==> src/rtl/uart_in_feeder_if.sv <==
// rtl/uart_in_feeder_if.sv - host push / DUT read-request bundle for the UART input feeder
interface uart_in_feeder_if #(
    parameter int DEPTH = 16
) ();
    logic                    host_valid;
    logic [7:0]              host_ch;
    logic                    host_ready;
    logic                    io_uart_in_valid;
    logic [7:0]              io_uart_in_ch;
    logic [$clog2(DEPTH):0]  count;
    logic [31:0]             empty_reads;

    modport master (
        output host_valid, host_ch, io_uart_in_valid,
        input  host_ready, io_uart_in_ch, count, empty_reads
    );

    modport slave (
        input  host_valid, host_ch, io_uart_in_valid,
        output host_ready, io_uart_in_ch, count, empty_reads
    );
endinterface

==> src/rtl/uart_in_feeder.sv <==
// rtl/uart_in_feeder.sv - paced FIFO feeding host characters to a polled UART input
module uart_in_feeder #(
    parameter int         DEPTH      = 16,
    parameter int         GAP_CYCLES = 0,
    parameter logic [7:0] EMPTY_CH   = 8'hff
) (
    input  logic            clock,
    input  logic            reset,
    uart_in_feeder_if.slave bus
);
    localparam int AW = $clog2(DEPTH);
    localparam int CW = AW + 1;
    localparam int GW = (GAP_CYCLES > 0) ? $clog2(GAP_CYCLES + 1) : 1;

    logic [7:0]    mem [DEPTH];

    logic [AW-1:0] wr_ptr_q, wr_ptr_d;
    logic [AW-1:0] rd_ptr_q, rd_ptr_d;
    logic [CW-1:0] count_q, count_d;
    logic [GW-1:0] gap_cnt_q, gap_cnt_d;
    logic [31:0]   empty_reads_q, empty_reads_d;

    logic avail;
    logic not_full;
    logic push;
    logic pop;

    always_comb begin
        avail    = (count_q != '0) && (gap_cnt_q == '0);
        not_full = (count_q < CW'(DEPTH));
        push     = bus.host_valid && not_full;
        pop      = bus.io_uart_in_valid && avail;

        // Pointers wrap naturally because DEPTH is a power of two.
        wr_ptr_d = push ? wr_ptr_q + AW'(1) : wr_ptr_q;
        rd_ptr_d = pop  ? rd_ptr_q + AW'(1) : rd_ptr_q;

        count_d = count_q;
        case ({push, pop})
            2'b10:   count_d = count_q + CW'(1);
            2'b01:   count_d = count_q - CW'(1);
            default: count_d = count_q;
        endcase

        gap_cnt_d = gap_cnt_q;
        if (pop) begin
            gap_cnt_d = GW'(GAP_CYCLES);
        end else if (gap_cnt_q != '0) begin
            gap_cnt_d = gap_cnt_q - GW'(1);
        end

        empty_reads_d = empty_reads_q;
        if (bus.io_uart_in_valid && !avail && (empty_reads_q != 32'hffff_ffff)) begin
            empty_reads_d = empty_reads_q + 32'd1;
        end
    end

    always_ff @(posedge clock) begin
        if (reset) begin
            wr_ptr_q      <= '0;
            rd_ptr_q      <= '0;
            count_q       <= '0;
            gap_cnt_q     <= '0;
            empty_reads_q <= '0;
        end else begin
            wr_ptr_q      <= wr_ptr_d;
            rd_ptr_q      <= rd_ptr_d;
            count_q       <= count_d;
            gap_cnt_q     <= gap_cnt_d;
            empty_reads_q <= empty_reads_d;
        end
    end

    // Storage is left unreset; a stray write during reset is harmless since pointers clear.
    always_ff @(posedge clock) begin
        if (push) begin
            mem[wr_ptr_q] <= bus.host_ch;
        end
    end

    always_comb begin
        bus.host_ready    = not_full;
        bus.io_uart_in_ch = avail ? mem[rd_ptr_q] : EMPTY_CH;
        bus.count         = count_q;
        bus.empty_reads   = empty_reads_q;
    end
endmodule

==> src/flat_wrapper.sv <==
// flat-port wrapper written by rule: the top's interface ports become plain ports
module uart_in_feeder_flat 
#(
    parameter int         DEPTH      = 16,
    parameter int         GAP_CYCLES = 0,
    parameter logic [7:0] EMPTY_CH   = 8'hff
)
  (clock, reset, bus_host_valid, bus_host_ch, bus_io_uart_in_valid, bus_host_ready, bus_io_uart_in_ch, bus_count, bus_empty_reads);
  uart_in_feeder_if #(.DEPTH(DEPTH)) bus_i ();
  input  logic clock;
  input  logic reset;
  input wire logic [$bits(bus_i.host_valid)-1:0] bus_host_valid;
  input wire logic [$bits(bus_i.host_ch)-1:0] bus_host_ch;
  input wire logic [$bits(bus_i.io_uart_in_valid)-1:0] bus_io_uart_in_valid;
  output wire logic [$bits(bus_i.host_ready)-1:0] bus_host_ready;
  output wire logic [$bits(bus_i.io_uart_in_ch)-1:0] bus_io_uart_in_ch;
  output wire logic [$bits(bus_i.count)-1:0] bus_count;
  output wire logic [$bits(bus_i.empty_reads)-1:0] bus_empty_reads;
  assign bus_i.host_valid = bus_host_valid;
  assign bus_i.host_ch = bus_host_ch;
  assign bus_i.io_uart_in_valid = bus_io_uart_in_valid;
  assign bus_host_ready = bus_i.host_ready;
  assign bus_io_uart_in_ch = bus_i.io_uart_in_ch;
  assign bus_count = bus_i.count;
  assign bus_empty_reads = bus_i.empty_reads;
  uart_in_feeder #(.DEPTH(DEPTH), .GAP_CYCLES(GAP_CYCLES), .EMPTY_CH(EMPTY_CH)) u_core (.clock(clock), .reset(reset), .bus(bus_i));
endmodule
==> config.mk <==
export PLATFORM = sky130hd
export DESIGN_NAME = uart_in_feeder_flat
export DESIGN_NICKNAME = d
export VERILOG_FILES = /design/src/rtl/uart_in_feeder_if.sv /design/src/rtl/uart_in_feeder.sv /design/src/flat_wrapper.sv
export SDC_FILE = /design/constraint.sdc
export NUM_CORES = 1
export LEC_CHECK = 0
export CAP_MARGIN = 0
export CELL_PAD_IN_SITES_DETAIL_PLACEMENT = 1
export CELL_PAD_IN_SITES_GLOBAL_PLACEMENT = 2
export CORE_ASPECT_RATIO = 1.5
export CORE_MARGIN = 3
export CORE_UTILIZATION = 38
export DETAILED_ROUTE_END_ITERATION = 10
export PLACE_DENSITY = 0.8
export SLEW_MARGIN = 20
export SYNTH_ARGS = -nofsm -noshare
export SYNTH_HDL_FRONTEND = slang
export SYNTH_SLANG_ARGS = --single-unit
export TNS_END_PERCENT = 30
==> constraint.sdc <==
create_clock -name clock -period 2.75 [get_ports clock]
set_input_delay 0.55 -clock clock [delete_from_list [all_inputs] [get_ports clock]]
set_output_delay 0.55 -clock clock [all_outputs]
set_load 0.1 [all_outputs]
; ---- After elaboration in Yosys (flattened, before gate mapping)
; Memories as Yosys holds them, arrays and structs flattened. A register that Yosys moved wholly into a read port is not among the register bits.
; Cells that the tools add are included.
[word_totals]
reg_bits = 46
input_bits = 12
wordCells = 32
out_inout_bits = 46
mem_bits_ro = 0
latch_bits = 0
mem_count = 1
ram_bits = 128
[mem_list]
columns = memory, words, width, rd, rd_clocked_by_memory_dff, wr, line
row1 = u_core.mem, 16, 8, 1, 1, 1, uart_in_feeder.sv:15  ; logic [7:0] mem [DEPTH];
[op_classes]
n_lt_le_gt_ge = 1
n_shift = 0
n_mul = 0
bitwise = 1
n_reduce_logical = 9
mux = 6
n_eq_ne = 3
n_addsub = 6
div = 0
[ops]
columns = operator, n
row1 = $add A32 B1 Y32 const B, 1
row2 = $ne A32 B32 Y1 const B, 1
row3 = $pmux W5 S2, 1
row4 = $add A4 B1 Y4 const B, 2
row5 = $mux W4, 2
row6 = $mux W8, 1
row7 = $add A5 B1 Y5 const B, 1
row8 = $logic_and A1 B1 Y1, 5
row9 = $lt A5 B5 Y1 const B, 1
row10 = $reduce_bool A5 Y1, 1
row11 = $sub A5 B1 Y5 const B, 1
row12 = $reduce_or A3 Y1, 1
row13 = $eq A2 B1 Y1 const B, 1
row14 = $eq A2 B2 Y1 const B, 1
row15 = $mux W1, 2
row16 = $reduce_bool A2 Y1, 1
row17 = $logic_not A1 Y1, 1
row18 = $not A1 Y1, 1
row19 = $sub A1 B1 Y1 const B, 1

; ---- Longest topological paths before layout
; Gate-level depths: netlist of the first run.
[logic_depth]
word_depth = 5
depth_mapped = 13
ltp_nobuf = 11

; ---- Least setup slack after synthesis of the first run
; OpenSTA, ideal clock, no wires.
[synth_timing]
path_type = register to register
startpoint = register u_core.count_q[2] (netlist: u_core.bus.count[2])
endpoint = register u_core.count_q[4] (netlist: u_core.bus.count[4])
path_buffers = 2
path_stages_with_launch = 14
setup_time_ns = 0.063
required_ns = 2.687
arrival_ns = 3.531
path_slack_ns = -0.844
cell_sequence = dfxtp_1 > clkbuf_1 > nor3_1 > a21oi_1 > nand2_1 > inv_1 > ha_1 > clkbuf_1 > xor2_1 > ha_1 > a221oi_1 > a221oi_1 > or4b_2 > nand3_1
[synth_between]
elab_chain_len = 5
[synth_lines]
columns = element, line
row1 = "start, declared", uart_in_feeder.sv:19  ; logic [CW-1:0] count_q, count_d;
row2 = "start signal, assigned", uart_in_feeder.sv:68  ; count_q <= count_d;
row3 = $reduce_bool A5 Y1 (*), uart_in_feeder.sv:29  ; avail = (count_q != '0) && (gap_cnt_q == '0);
row4 = $logic_and A1 B1 Y1 (*), uart_in_feeder.sv:29
row5 = $logic_and A1 B1 Y1 (*), uart_in_feeder.sv:32  ; pop = bus.io_uart_in_valid && avail;
row6 = named net u_core.pop, uart_in_feeder.sv:26  ; logic pop;
row7 = $eq A2 B1 Y1 or $eq A2 B2 Y1 (tied branches), uart_in_feeder.sv:39  ; case ({push, pop})
row8 = $pmux W5 S2 or $reduce_bool A2 Y1 (tied branches), -
; Mark *: on every way through the listed nets, which the timed path passes. The rest lies on a longest branch.
; A chain may end at the register's enable or synchronous reset.

==> results of run 1 <==
-- synthesized netlist by cell type --
cell,n
a21o_1,1
a21oi_1,38
a221oi_1,4
a22o_1,1
a311oi_1,1
a31o_2,1
a31oi_1,1
and2_1,2
and3_1,8
and4_1,4
buf_1,1
buf_2,5
buf_6,2
clkbuf_1,18
clkinv_1,1
conb_1,1
dfxtp_1,50
edfxtp_1,128
ha_1,8
inv_1,9
mux2i_1,2
mux4_2,40
nand2_1,21
nand2b_1,11
nand3_1,20
nand4_1,9
nand4_2,1
nor2_1,31
nor2_4,1
nor2b_1,1
nor3_1,9
nor4_1,3
o2111a_1,1
o2111ai_1,1
o21ai_0,27
o311ai_2,1
o31ai_1,5
o31ai_4,1
or3_1,28
or4_1,7
or4b_2,1
xnor2_1,2
xor2_1,8
-- what timing repair did --
action	CTS	global route
gates resized for setup	5	1
endpoints found under the hold margin	0	0
setup endpoints to repair	8	9
gates cloned	1	0
-- cell type report --
| class | instances | area (sq um) |
|---|---|---|
| Clock buffer | 17 | 425.4 |
| Clock inverter | 15 | 209.0 |
| Fill cell | 1976 | 9893 |
| Inverter | 10 | 37.54 |
| Multi-Input combinational cell | 301 | 2539 |
| Sequential cell | 178 | 4883 |
| Tap cell | 256 | 320.3 |
| Timing Repair Buffer | 99 | 930.9 |
-- power groups by stage --
| stage | Combinational [mW] | Sequential, mW | Clock (mW) |
|---|---|---|---|
| 4_1_cts | 2.14 | 3.13 | 2.63 |
| 6_report | 2.13 | 3.13 | 2.56 |
| 5_1_grt | 2.26 | 3.15 | 2.74 |
| 3_5_place_dp | 2.09 | 3.18 | 0 |
| 3_3_place_gp | 2.04 | 3.17 | 0 |
| 2_1_floorplan | 1.23 | 3.42 | 0 |
-- routing by layer --
layer / GRT usage (%) / up-vias / wire length, um
met5: 0 / - / 0
met4: 5.624 / 0 / 217
met3: 3.858 / 16 / 601
met2: 34.52 / 92 / 10560
met1: 20.34 / 2457 / 6932
li1: - / 2205 / -
-- registers in the layout, summed over array words and instances (netlist names), named ones only --
name and cells:
u_core.rd_ptr_q 4, u_core.bus.empty_reads 32, u_core.wr_ptr_q 4, u_core.bus.count 5, u_core.gap_cnt_q 1, u_core.mem 128
-- critical path, stage by stage (launching register included) --
cell and delay, ns:
dfxtp_4 0.42, buf_12 0.18, mux4_2 0.52, mux4_2 0.50
nand2b_4 0.17, buf_12 0.17
-- cell families after synthesis --
family	after synthesis	share of synthesized area, %
AOI/OAI and AO/OA	83	6.643
DFF	178	64.96
muxes	42	12.35
and+or+nand+nor	157	11.39
adders and majority gates	8	1.342
xor gates and xnor gates	10	1.174
other	1	0.05028
buffers and inverters	36	2.097
-- stage by stage --
step                      setup slack (ns)  instances
after floorplan                   -0.03124        515
after global placement             -0.1171        842
after detailed placement           -0.1810        842
after CTS                          -0.2265        875
after global routing               -0.2698        876
final                              -0.1933        876
-- worst max path at each step --
stage | start | endpoint | slack, ns | cells after the start
after floorplan | u_core.bus.count[2]$_SDFFE_PP0P_ | u_core.bus.count[4]$_SDFFE_PP0P_ | -0.03 | 13
after global placement | bus_host_valid | u_core.bus.count[4]$_SDFFE_PP0P_ | -0.12 | 11
after detailed placement | bus_host_valid | u_core.bus.count[4]$_SDFFE_PP0P_ | -0.18 | 11
after CTS | register | bus_io_uart_in_ch[5] | -0.23 | 5
after global routing | register | bus_io_uart_in_ch[6] | -0.27 | 5
final | register | bus_io_uart_in_ch[5] | -0.19 | 5
==> metrics.txt, run 1 <==
status=finished with violations; failing checks=setup timing; sequential element share of the synthesized area=64.96%; Mapped Area=7458 sq um; row cnt=62; Max Fclk=339.8 MHz; Placed Area=8647 sq um; Synth area leader=edfxtp_1; Max-Cap Viols=0; Sw Share=32.31%; Worst Path Arrival=2.39 ns; vias in the first global route=5201; Pre-antenna DRT Iters=4; P_sw=2.528 mW; reg2reg path depth=11; Post CTS Setup Buffer Count=0; Hold Path Sink=u_core.bus.count[0]$_SDFFE_PP0P_; CTS Buf Count=17; commonest cells after routing, fill and taps aside=edfxtp_1, buf_4, mux4_2; HPWL Detailed=12.59 mm; worst-path maximum fanout=12; Hold Path Stages=2; Pwr Total=7.826 mW; Hold Buf Count CTS=0; Final Util=48.58%; Nets=627; FF+latch count, synth=178; starting DRC count in detailed routing=329; first-pass GRT wire length=29.39 mm; worst slew pin tran=0.6988 ns; initial antenna violation count=0; # DRC=0; clk slew on worst S/H paths=0.07 ns; Clock Path Buffers=2; DR vias/cell=5.445; Via Count=4770; Syn Inst Count=515; combinational share of power=27.2%; Worst R2R End=u_core.bus.count[4]$_SDFFE_PP0P_; share of layout cells above drive strength 1=31.94%; Final period util=107.0%; PortBufs=57; Netlist cell types=43; dominant cells by area after synthesis=edfxtp_1, dfxtp_1, mux4_2, a21oi_1, or3_1; Final ANT Viol Nets=0; slew margin rel.=53.34%; Clk Latency, worst-skew pair=0.43 ns; unrepaired setup endpoints after global routing=yes; critical path required time=2.20 ns; die area=21380 sq um; P_leak=3.145 nW; Setup crit start kind=register; post-synthesis area per instance=14.48 sq um; Final Cell Area=9345 sq um; endpoint class of the critical path=output pin; Final setup viols=8; htree depth=4; Flop pwr share=40.0%; CTS tree=yes; worst setup path category=reg2out; final hold viol count=0; n_diodes=0; worst vdd ir=0.5663 mV; Min Hold Slack=0.4386 ns; Die H=177.6 um; area share of the largest cell type after synthesis=51.53%; final worst slack=-0.1933 ns; Power Density=837.4 nW/um^2; Synth-to-Final Area Change=25.30%; most common cell after layout, fill and taps aside=edfxtp_1; width of the die=120.4 um; clock power share=32.8%; fin crit period=2.943 ns; P_int=5.297 mW; HP Class=in2reg; Clock Skew=0.009779 ns; RePlAce Congestion=0.7698; fin. max-slew vios=0; largest net degree at the start of global routing=45; Ports=58; wirelength, routed=18.31 mm; TNS Setup=-1.399 ns; clk sinks=178; R2R Setup Slk=0.27 ns; Worst Hold Launch=reset; FF-to-FF Start=u_core.bus.count[1]$_SDFFE_PP0P_; Initial Utilization=38.77%; Routed WL per cell=20.90 um; core box area=19240 sq um; GR Overflow Total=0; syn nets=535; global-route usage over all layers=18.26%; clk root buf=clkbuf_16; Yosys warnings=0
(Power assumes the default switching activity.)
==> inputs of run 2 (changes only) <==
==> constraint.sdc (replaced) <==
create_clock -name clock -period 2.75 [get_ports clock]
set_input_delay 0.55 -clock clock [delete_from_list [all_inputs] [get_ports clock]]
set_output_delay 0.55 -clock clock [all_outputs]
set_load 0.05 [all_outputs]
==> metrics.txt, run 2 (same netlist as run 1, synthesis figures left out) <==
CTS tree=yes; Pre-antenna DRT Iters=5 (+1); share of layout cells above drive strength 1=22.48% (-9.5 points); GR Overflow Total=0 (unchanged); critical path required time=2.20 ns (about the same); Ports=58 (unchanged); Clock Skew=0.01063 ns (+0.0008528 ns); Routed WL per cell=20.93 um (+0.15%); placed insts=835 (-0.83%); failing checks=setup timing; fin crit period=2.940 ns (-0.003043 ns); CP peak stage delay=0.51 ns (about the same); final worst slack=-0.1903 ns (+0.003043 ns); row cnt=62 (unchanged); Via Count=4768 (-0.042%); P_leak=2.977 nW (-5.3%); Hold Path Stages=2 (unchanged); R2R Setup Slk=0.30 ns (+0.03 ns); worst setup path category=reg2out; status=finished with violations; max reg flops=128 (unchanged); Synth-to-Final Area Change=24.49%; Die H=177.6 um (unchanged); Max-Cap Viols=0 (unchanged); wirelength, routed=18.21 mm (-0.54%); htree depth=4 (unchanged); largest net degree at the start of global routing=41 (-8.9%); most common cell after layout, fill and taps aside=edfxtp_1; HP Class=in2reg; crit path cell chain=clkbuf_16, mux4_2, mux4_2, nand2b_4, buf_6; initial antenna violation count=0 (unchanged); clk root buf=clkbuf_16; vias in the first global route=5119 (-1.6%); Initial Utilization=38.77% (unchanged); FF-to-FF Start=u_core.bus.count[0]$_SDFFE_PP0P_; Pwr Total=7.334 mW (-6.3%); DR vias/cell=5.480 (+0.65%); core box area=19240 sq um (unchanged); Final period util=106.9% (-0.11 points); endpoint class of the critical path=output pin; global-route usage over all layers=17.85% (-0.41 points); Max Fclk=340.1 MHz (+0.10%); TNS Setup=-1.361 ns (+0.03847 ns); Non-Filler Instances=870 (-0.68%); starting DRC count in detailed routing=285 (-13%); width of the die=120.4 um (unchanged); largest register by flop count=u_core.mem; Power Density=789.9 nW/um^2 (-5.7%); slew margin rel.=56.68% (+3.3 points); fin. max-slew vios=0 (unchanged); reg2reg path depth=11 (unchanged); commonest cells after routing, fill and taps aside=edfxtp_1, clkdlybuf4s50_1, dfxtp_1; highest-delay cell along the critical path=mux4_2; CP most frequent cell=mux4_2; die area=21380 sq um (unchanged); Placed Area=8514 sq um (-1.5%); clk slew on worst S/H paths=0.07 ns (about the same); Worst R2R End=u_core.bus.count[4]$_SDFFE_PP0P_; worst vdd ir=0.3715 mV (-34%); Clock Path Buffers=2 (unchanged); CTS Buf Count=17 (unchanged); Worst Path Arrival=2.39 ns (about the same); Final ANT Viol Nets=0 (unchanged); HPWL Detailed=12.25 mm (-2.7%); Nets=621 (-0.96%); final hold viol count=0 (unchanged); # DRC=0 (unchanged); unrepaired setup endpoints after global routing=yes; Hold Path Sink=u_core.wr_ptr_q[0]$_SDFFE_PP0P_; Setup crit start kind=register; PortBufs=57 (unchanged); first-pass GRT wire length=28.99 mm (-1.4%); RePlAce Congestion=0.7534 (-2.1%); fill cell count=1996 (+1.0%); Worst Hold Launch=reset; Final setup viols=8 (unchanged); clk sinks=178 (unchanged); worst slew pin tran=0.6492 ns (-0.04963 ns); Final Cell Area=9285 sq um (-0.64%); worst-path maximum fanout=5 (-7); Clk Latency, worst-skew pair=0.43 ns (about the same); n_diodes=0 (unchanged)
==> run 2: layer usage <==
metal	global-route usage, %	vias to the layer above	share of wire [%]
met1	20.44	2453	39
met3	3.731	15	3.9
li1	-	2196	-
met5	0	-	0
met4	5.860	0	1.2
met2	32.98	104	56
==> run 2: worst max path at each step <==
| stage | from | end | slack (ns) | depth (start not counted) |
|---|---|---|---|---|
| after global placement | bus_host_valid | u_core.bus.count[4]$_SDFFE_PP0P_ | -0.11 | 11 |
| after detailed placement | bus_host_valid | u_core.bus.count[4]$_SDFFE_PP0P_ | -0.20 | 11 |
| after floorplan | register | bus_io_uart_in_ch[0] | 0.03 | 5 |
| after CTS | register | bus_io_uart_in_ch[0] | -0.22 | 6 |
| final | register | bus_io_uart_in_ch[0] | -0.19 | 5 |
| after global routing | register | bus_io_uart_in_ch[0] | -0.25 | 5 |
==> run 2: final cells by class <==
class / instances / area (sq um) / area share (%)
flip-flops and latches: 178 / 4860 / 52.34
multi-input cells: 301 / 2520 / 27.14
repair buffers: 93 / 929.6 / 10.01
clock buffers: 17 / 425.4 / 4.582
well taps: 256 / 320.3 / 3.450
clock inverters: 15 / 192.7 / 2.075
inverters: 10 / 37.54 / 0.4043
==> run 2: metrics by stage <==
| step | hold WS [ns] | utilization (%) | worst slack [ns] |
|---|---|---|---|
| after floorplan | 0.4755 | - | 0.02744 |
| after global placement | 0.4871 | 44.26 | -0.1077 |
| after detailed placement | 0.4982 | 44.26 | -0.2042 |
| after CTS | 0.4516 | 48.29 | -0.2243 |
| after global routing | 0.4695 | 48.26 | -0.2528 |
| final | 0.4691 | 48.26 | -0.1903 |
==> run 2: where the power goes <==
part / internal, mW / leakage, nW / switching (mW)
Combinational: 0.758 / 1.12 / 0.945
Clock: 1.39 / 0.294 / 1.12
Sequential: 2.99 / 1.56 / 0.127
==> run 2: timing repair <==
action,CTS,global route
setup endpoints to repair,8,9
gates resized for setup,15,4
setup buffers,2,0
cloned,2,1
hold buffers,0,0
==> run 2: critical path, delay by kind of cell, from the launching register on <==
family                 cells  cell delay, ns
buffers and inverters      2            0.33
multiplexers               2            1.02
AND/OR/NAND/NOR            1            0.16
flip-flops                 1            0.45
==> inputs of run 3 (changes only) <==
--- a/config.mk
+++ b/config.mk
@@ -9,7 +9,6 @@
 export CELL_PAD_IN_SITES_DETAIL_PLACEMENT = 1
 export CELL_PAD_IN_SITES_GLOBAL_PLACEMENT = 2
 export CORE_ASPECT_RATIO = 1.5
-export CORE_MARGIN = 3
 export CORE_UTILIZATION = 38
 export DETAILED_ROUTE_END_ITERATION = 10
 export PLACE_DENSITY = 0.8
==> metrics.txt, run 3 (same netlist as run 1, synthesis figures left out) <==
Via Count=4692 (-1.6%); Routed WL per cell=20.76 um (-0.79%); CTS Buf Count=17 (unchanged); worst setup path category=reg2out; RePlAce Congestion=0.7737 (+2.7%); worst vdd ir=0.4132 mV (+11%); Post CTS Setup Buffer Count=0 (-2); max reg flops=128 (unchanged); Clock Path Buffers=2 (unchanged); most common cell after layout, fill and taps aside=edfxtp_1; Setup crit start kind=register; FF-to-FF Start=u_core.bus.count[1]$_SDFFE_PP0P_; row cnt=62 (unchanged); Die H=173.6 um (-2.3%); status=finished with violations; clk sinks=178 (unchanged); share of layout cells above drive strength 1=22.11% (-0.36 points); fin. max-slew vios=0 (unchanged); Clock Skew=0.01388 ns (+0.003246 ns); endpoint class of the critical path=output pin; CTS tree=yes; failing checks=setup timing; worst-path maximum fanout=8 (+3); global-route usage over all layers=19.21% (+1.4 points); clk slew on worst S/H paths=0.07 ns (about the same); core box area=19160 sq um (-0.40%); Power Density=790.8 nW/um^2 (+0.12%); largest register by flop count=u_core.mem; critical path required time=2.20 ns (about the same); DR vias/cell=5.381 (-1.8%); HP Class=in2reg; Ports=58 (unchanged); TNS Setup=-1.493 ns (-0.1316 ns); commonest cells after routing, fill and taps aside=edfxtp_1, clkdlybuf4s50_1, dfxtp_1; htree depth=4 (unchanged); Max Fclk=336.7 MHz (-1.0%); Final period util=108.0% (+1.1 points); R2R Setup Slk=0.23 ns (-0.07 ns); Final setup viols=8 (unchanged); Worst Path Arrival=2.42 ns (+0.03 ns); clk root buf=clkbuf_16; fin crit period=2.970 ns (+0.02961 ns); slew margin rel.=56.72% (about the same); # DRC=0 (unchanged); initial antenna violation count=1 (+1); Nets=622 (+0.16%); Hold Buf Count CTS=0 (unchanged); die area=20200 sq um (-5.5%); starting DRC count in detailed routing=175 (-39%); Pre-antenna DRT Iters=5 (unchanged); reg2reg path depth=11 (unchanged); GR Overflow Total=0 (unchanged); Final ANT Viol Nets=0 (unchanged); width of the die=116.4 um (-3.3%); worst slew pin tran=0.6471 ns (-0.002013 ns); wirelength, routed=18.11 mm (-0.56%); largest net degree at the start of global routing=43 (+4.9%); Synth-to-Final Area Change=24.27%; final hold viol count=0 (unchanged); Pwr Total=7.330 mW (about the same); vias in the first global route=5097 (-0.43%); final worst slack=-0.2199 ns (-0.02961 ns); first-pass GRT wire length=28.43 mm (-1.9%); Max-Cap Viols=0 (unchanged); Initial Utilization=38.93% (+0.16 points); unrepaired setup endpoints after global routing=yes; Worst R2R End=u_core.bus.count[4]$_SDFFE_PP0P_; PortBufs=57 (unchanged); HPWL Detailed=12.14 mm (-0.85%); P_leak=2.965 nW (-0.41%); Clk Latency, worst-skew pair=0.44 ns (about the same); Setup crit end=bus_io_uart_in_ch[0]
[run 3: worst max-delay path, stage by stage, from the launching register on]
cell and delay [ns]:
dfxtp_4 0.45, buf_12 0.18, mux4_2 0.54, mux4_2 0.52, nand2b_4 0.16, buf_6 0.15
[run 3: area by class of cell]
class / instances / area [sq um]
Clock buffer: 17 / 425.4
Tap cell: 256 / 320.3
Clock inverter: 15 / 190.2
Inverter: 10 / 37.54
Fill cell: 1934 / 9892
Sequential cell: 178 / 4860
Antenna cell: 1 / 2.502
Multi-Input combinational cell: 301 / 2497
Timing Repair Buffer: 94 / 935.9
[run 3: stage by stage]
stage | cell area, sq um | utilization, % | hold WS [ns] | setup slack (ns) | instances
4_1_cts | 9220 | 48.12 | 0.4186 | -0.2298 | 870
3_3_place_gp | 8509 | 44.41 | 0.4794 | -0.1261 | 836
3_5_place_dp | 8509 | 44.41 | 0.5042 | -0.2582 | 836
6_report | 9269 | 48.37 | 0.4434 | -0.2199 | 872
2_1_floorplan | 7495 | - | 0.4755 | 0.02744 | 515
5_1_grt | 9269 | 48.37 | 0.4465 | -0.2692 | 872
[run 3: timing repair]
item,in CTS,in global routing
cloned,2,1
resized for setup,12,3
endpoints found under the setup margin,8,9
[run 3: power by group]
group          total (mW)  internal [mW]  leakage (nW)  switching (mW)
sequential           3.13           2.99          1.56           0.131
combinational        1.68          0.741          1.11           0.943
clock                2.52           1.39         0.293            1.13
total                7.33           5.12          2.96            2.21
[run 3: metal layers]
| layer | GRT usage [%] | part of all wire (%) | up-vias |
|---|---|---|---|
| li1 | - | - | 2190 |
| met1 | 21.51 | 40 | 2399 |
| met2 | 35.45 | 56 | 83 |
| met3 | 4.056 | 2.8 | 20 |
| met4 | 5.929 | 1.8 | 0 |
| met5 | 0 | 0 | - |
[run 3: how the worst min path moves through the flow]
stage / start / end / slack, ns / cells past startpoint
after CTS: reset / u_core.bus.count[3]$_SDFFE_PP0P_ / 0.42 / 2
final: reset / u_core.bus.count[3]$_SDFFE_PP0P_ / 0.44 / 2
after floorplan: u_core.rd_ptr_q[1]$_SDFFE_PP0P_ / register / 0.48 / 2
after global routing: reset / u_core.wr_ptr_q[0]$_SDFFE_PP0P_ / 0.45 / 2
after global placement: u_core.bus.empty_reads[17]$_SDFFE_PP0P_ / u_core.bus.empty_reads[17]$_SDFFE_PP0P_ / 0.48 / 2
after detailed placement: u_core.bus.empty_reads[17]$_SDFFE_PP0P_ / u_core.bus.empty_reads[17]$_SDFFE_PP0P_ / 0.50 / 2
==> RTL edit 1, RTL diff (config.mk and constraints of run 1) <==
`DEPTH` is set to 16 in 3 places; all go to 32.
--- a/src/rtl/uart_in_feeder_if.sv
+++ b/src/rtl/uart_in_feeder_if.sv
@@ -1,6 +1,6 @@
 // rtl/uart_in_feeder_if.sv - host push / DUT read-request bundle for the UART input feeder
 interface uart_in_feeder_if #(
-    parameter int DEPTH = 16
+    parameter int DEPTH = 32
 ) ();
     logic                    host_valid;
     logic [7:0]              host_ch;
--- a/src/rtl/uart_in_feeder.sv
+++ b/src/rtl/uart_in_feeder.sv
@@ -1,6 +1,6 @@
 // rtl/uart_in_feeder.sv - paced FIFO feeding host characters to a polled UART input
 module uart_in_feeder #(
-    parameter int         DEPTH      = 16,
+    parameter int         DEPTH      = 32,
     parameter int         GAP_CYCLES = 0,
     parameter logic [7:0] EMPTY_CH   = 8'hff
 ) (
--- a/src/flat_wrapper.sv
+++ b/src/flat_wrapper.sv
@@ -1,7 +1,7 @@
 // flat-port wrapper written by rule: the top's interface ports become plain ports
 module uart_in_feeder_flat 
 #(
-    parameter int         DEPTH      = 16,
+    parameter int         DEPTH      = 32,
     parameter int         GAP_CYCLES = 0,
     parameter logic [7:0] EMPTY_CH   = 8'hff
 )
Ports: changed (resized bus_count); port bits go from 58 to 59. No check against the original RTL was run, so the function may have changed too.
==> RTL edit 1 against run 1 <==
The flow still finishes with violations (negative setup slack); count of clock-buffer cells in the layout grew 22; synthesized cell count grew 57%; power grew 60%; sequential cell count grew 132; clock power grew 62%; global-route usage shrank 0.71 points; sequential share of layout area grew 2.9 points; routed wire length grew 72%; largest power group unchanged; non-clock buffer count grew 56; setup slack lost 0.21 ns; final area grew 71%; synthesized area grew 70%.
==> RTL edit 1: results <==
[outcome]
status = finished, violations left
violations = negative setup slack

[synthesis]
synth_cell_types = 59
netlist_area_um2 = 12710
synth.area.top_cells = edfxtp_1 60%, mux4_2 11%, dfxtp_1 8.5%
seq_area_frac_synth_pct = 68.96
synthArstFlopShare_pct = 0
synth_common_cells = 256 x edfxtp_1, 68 x nor2_1, 64 x mux4_2
syn-num-nets = 827
synth_edf_count = 256
syn_area_per_cell_um2 = 15.76

[sta]
slew_headroom_pct = 31.79
setup_ws_ns = -0.4064
finalSetupViolCount = 8
skew_ns = 0.01450

[global_routing]
grt_antenna_before_repair = 0
grtUsageTotal_pct = 17.55
grt_pass1_wl_mm = 48.58
grt_max_degree = 59
grt_pass1_vias = 8173

[route]
dr.pass1.iters = 4
postRouteWirelength_mm = 31.48
initialDrtViolationCount = 365
vias = 7701

[power_and_ir_drop]
p_leak_uw = 0.005214
power.internal_uw = 8906
vdd.ir_drop.worst_v = 0.0008553

[cells_and_area]
final_cells = 1389
nets = 970
largest_reg_flops = 256
antenna_cells = 0
final_layout_size_suffix_gt1_share_pct = 36.76

[cts]
cts_buffers = 30
clk_latency_ns = 0.56
clkTransAtPathRegs_ns = 0.07
clk_path_buf_depth = 3
cts-htree-levels = 1
ctsRootBufferMaster = clkbuf_16

[critical_path]
crit_path_top_delay_cell = nand2b_1
worstPathArrival_ns = 2.61
cp_top_family = simple AND/OR/NAND/NOR gates
crit_fanout = 35

[place]
io_buffers = 58
postPlaceCellArea_um2 = 14400
dp.cells = 1319
place.gp.congestion = 0.7917
dp_hpwl_mm = 20.51
RTL edit 1: changes by cell type after synthesis, moves of 9 or more:
cell / change
or3_1: -14
o21ai_0: -13
nor2_1: +37
o22ai_1: +17
nor2b_1: +13
buf_1: +9
mux4_2: +24
edfxtp_1: +128
a22oi_1: +17
nand2_1: +26
RTL edit 1: final timing paths:
| path | end | start | slack (ns) | cells past startpoint |
|---|---|---|---|---|
| hold / removal | u_core.bus.count[2]$_SDFFE_PP0P_ | reset | 0.25 | 2 |
| setup / recovery | bus_io_uart_in_ch[5] | flop | -0.41 | 7 |
| hold reg to reg | u_core.bus.empty_reads[18]$_SDFFE_PP0P_ | u_core.bus.empty_reads[18]$_SDFFE_PP0P_ | 0.50 | 2 |
| setup reg to reg | u_core.bus.count[4]$_SDFFE_PP0P_ | u_core.bus.count[2]$_SDFFE_PP0P_ | 0.24 | 9 |
RTL edit 1: cell type report:
cell class	count	area (um2)
Fill cell	3215	16890
Sequential cell	310	8801
Multi-Input combinational cell	441	4074
Timing Repair Buffer	155	1501
Clock buffer	39	825.8
Tap cell	415	519.2
Clock inverter	17	180.2
Inverter	12	45.04
RTL edit 1: cell families after synthesis:
family / count (synthesis) / share of synthesized area (%)
fa+ha+maj: 8 / 0.7873
simple gates: 234 / 9.762
xor+xnor: 10 / 0.6889
mux: 75 / 12.29
compound gates: 113 / 5.619
buf+inv: 56 / 1.860
other cells: 1 / 0.02949
flops: 310 / 68.96
RTL edit 1: timing repair:
action / CTS / global route
hold buffers: 0 / 0
gates cloned: 2 / 2
setup buffers: 10 / 2
pin swaps: 18 / 13
gates resized for setup: 51 / 16
endpoints found under the setup margin: 8 / 8
RTL edit 1: power groups by stage:
stage          sequential (uW)  clock, uW  combinational [uW]
2_1_floorplan             5630          0                1540
3_3_place_gp              5420          0                2580
3_5_place_dp              5430          0                2610
4_1_cts                   5330       4270                2950
5_1_grt                   5350       4450                3180
6_report                  5320       4160                3010
RTL edit 1: per-stage QoR:
step,setup TNS [ns],hold slack (ns),total power [uW],setup slack [ns]
after floorplan,-1.296,0.4725,7165,-0.1365
after global placement,-0.3038,0.4798,8008,-0.1806
after detailed placement,-0.5182,0.4944,8043,-0.2073
after CTS,-3.326,0.2336,12540,-0.4376
after global routing,-3.705,0.2596,12980,-0.5120
final,-2.963,0.2525,12500,-0.4064
RTL edit 1: metal layers:
| layer | wire, um | part of all wire (%) | global-route usage (%) |
|---|---|---|---|
| met1 | 11860 | 38 | 20.36 |
| met2 | 17410 | 55 | 32.63 |
| met3 | 1294 | 4.1 | 2.241 |
| met4 | 913 | 2.9 | 6.707 |
| met5 | 0 | 0 | 0 |
==> RTL edit 2, RTL diff (settings of run 1) <==
Without the edit above. Make the reset (`reset`) asynchronous in one clocked block.
--- a/src/rtl/uart_in_feeder.sv
+++ b/src/rtl/uart_in_feeder.sv
@@ -55,7 +55,7 @@
         end
     end
 
-    always_ff @(posedge clock) begin
+    always_ff @(posedge clock or posedge reset) begin
         if (reset) begin
             wr_ptr_q      <= '0;
             rd_ptr_q      <= '0;
Formal check against the unedited RTL: differs if reset is asserted again (counterexample within 4 cycles, from zero or initial values and one cycle with reset high); with reset held inactive, the same outputs for 10 cycles.
==> RTL edit 2 against run 1 <==
The flow still finishes with violations (negative setup slack); final area is 2.6% lower; synthesized area decreased by 1.8%; first-iteration DRC count down 29%; non-clock buffer count fell by 12; sequential share of layout area increased by 2.4 points; synthesized cell count down 16%; setup slack lost 0.15 ns; sequential cell count fell by 5; routed wire length decreased by 9.6%.
Power is not compared: it rests on default switching activity, and its combinational part moved more than twofold at a synthesized area within 25%.
==> RTL edit 2: results <==
[outcome]
status = finished, violations left
violations = negative setup slack

[synthesis]
synth_cell_types = 44
synth_seq_cells = 173
synth_common_cells = 128 x edfxtp_1, 45 x dfrtp_1, 40 x mux4_2
synth.area.top_cells = edfxtp_1 52%, dfrtp_1 15%, mux4_2 12%
synthArstFlopShare_pct = 26.01
syn_area_per_cell_um2 = 16.95
seq_area_frac_synth_pct = 67.86
syn-num-nets = 454

[place]
postPlaceCellArea_um2 = 8337
dp.cells = 744
place.gp.congestion = 0.7632
preCtsSetupSlack_ns = 0.01589
dp_hpwl_mm = 11.65

[sta]
skew_ns = 0.01171
fin_setup_tns_ns = -2.535
finalSetupViolCount = 8
setup_ws_ns = -0.3409
slew_headroom_pct = 58.49
hold_slack_ns = 0.4973

[critical_path]
r2r_start = u_core.bus.count[0]$_DFFE_PP0P_
worstPathArrival_ns = 2.54
timing.rr.end = u_core.bus.count[4]$_DFFE_PP0P_
crit_fanout = 6
crit_end = bus_io_uart_in_ch[4]
r2r_cells = 11
reg2reg_slack_ns = 0.24

[power_and_ir_drop]
pg_seq_uw = 3290
clk-power_uw = 2390

[cells_and_area]
multi_input_cells = 231
nets = 541
utilization_pct = 48.67
n_all_inverters = 9
final_layout_size_suffix_gt1_share_pct = 32.71
regArea_um2 = 4977
area_share_clock_buf_inv_pct = 6.572
fillers = 1789
nonClkBufAreaFrac_pct = 9.831
multiInputGateArea_um2 = 2277
buffers = 87

[route]
avgViaCountPerCell = 5.222
vias = 4094
postRouteWirelength_mm = 16.55
initialDrtViolationCount = 234

[worst_hold_path]
hold_path_class = in2async

[global_routing]
grtUsageTotal_pct = 16.37
grt_pass1_wl_mm = 25.99
grt_max_degree = 36
grt_pass1_vias = 4443

[die]
dieArea_um2 = 21010
RTL edit 2: changes by cell type in the layout (fill, tap and decap cells not counted), moves of 8 or more:
cell,change
a21oi_1,-33
and2_1,+18
buf_4,-15
dfrtp_1,+41
dfxtp_1,-31
dfxtp_2,-13
nand2b_4,-8
nor2_1,-16
o21ai_0,-24
or2_4,+8
or3_1,-27
xnor2_1,+20
xor2_1,+8
RTL edit 2: per-layer routing:
layer	GRT usage [%]	share of wire (%)
met1	18.31	38
met2	31.82	58
met3	2.147	2.4
met4	5.256	1.6
met5	0	0
RTL edit 2: cell families after synthesis:
kind of cell	Yosys count	share of synthesized area [%]
AO/OA/AOI/OAI	20	1.862
multiplexers	46	13.19
buffers and inverters	28	1.828
flip-flops	173	67.86
AND/OR/NAND/NOR	117	9.004
adder cells (fa/ha/maj)	10	1.709
XOR/XNOR	38	4.545
RTL edit 2: timing repair:
action                     in CTS  in global routing
pin swaps                       0                  0
resized for setup              15                  1
cloned                          3                  0
setup buffers                   5                  0
setup endpoints to repair       8                  9
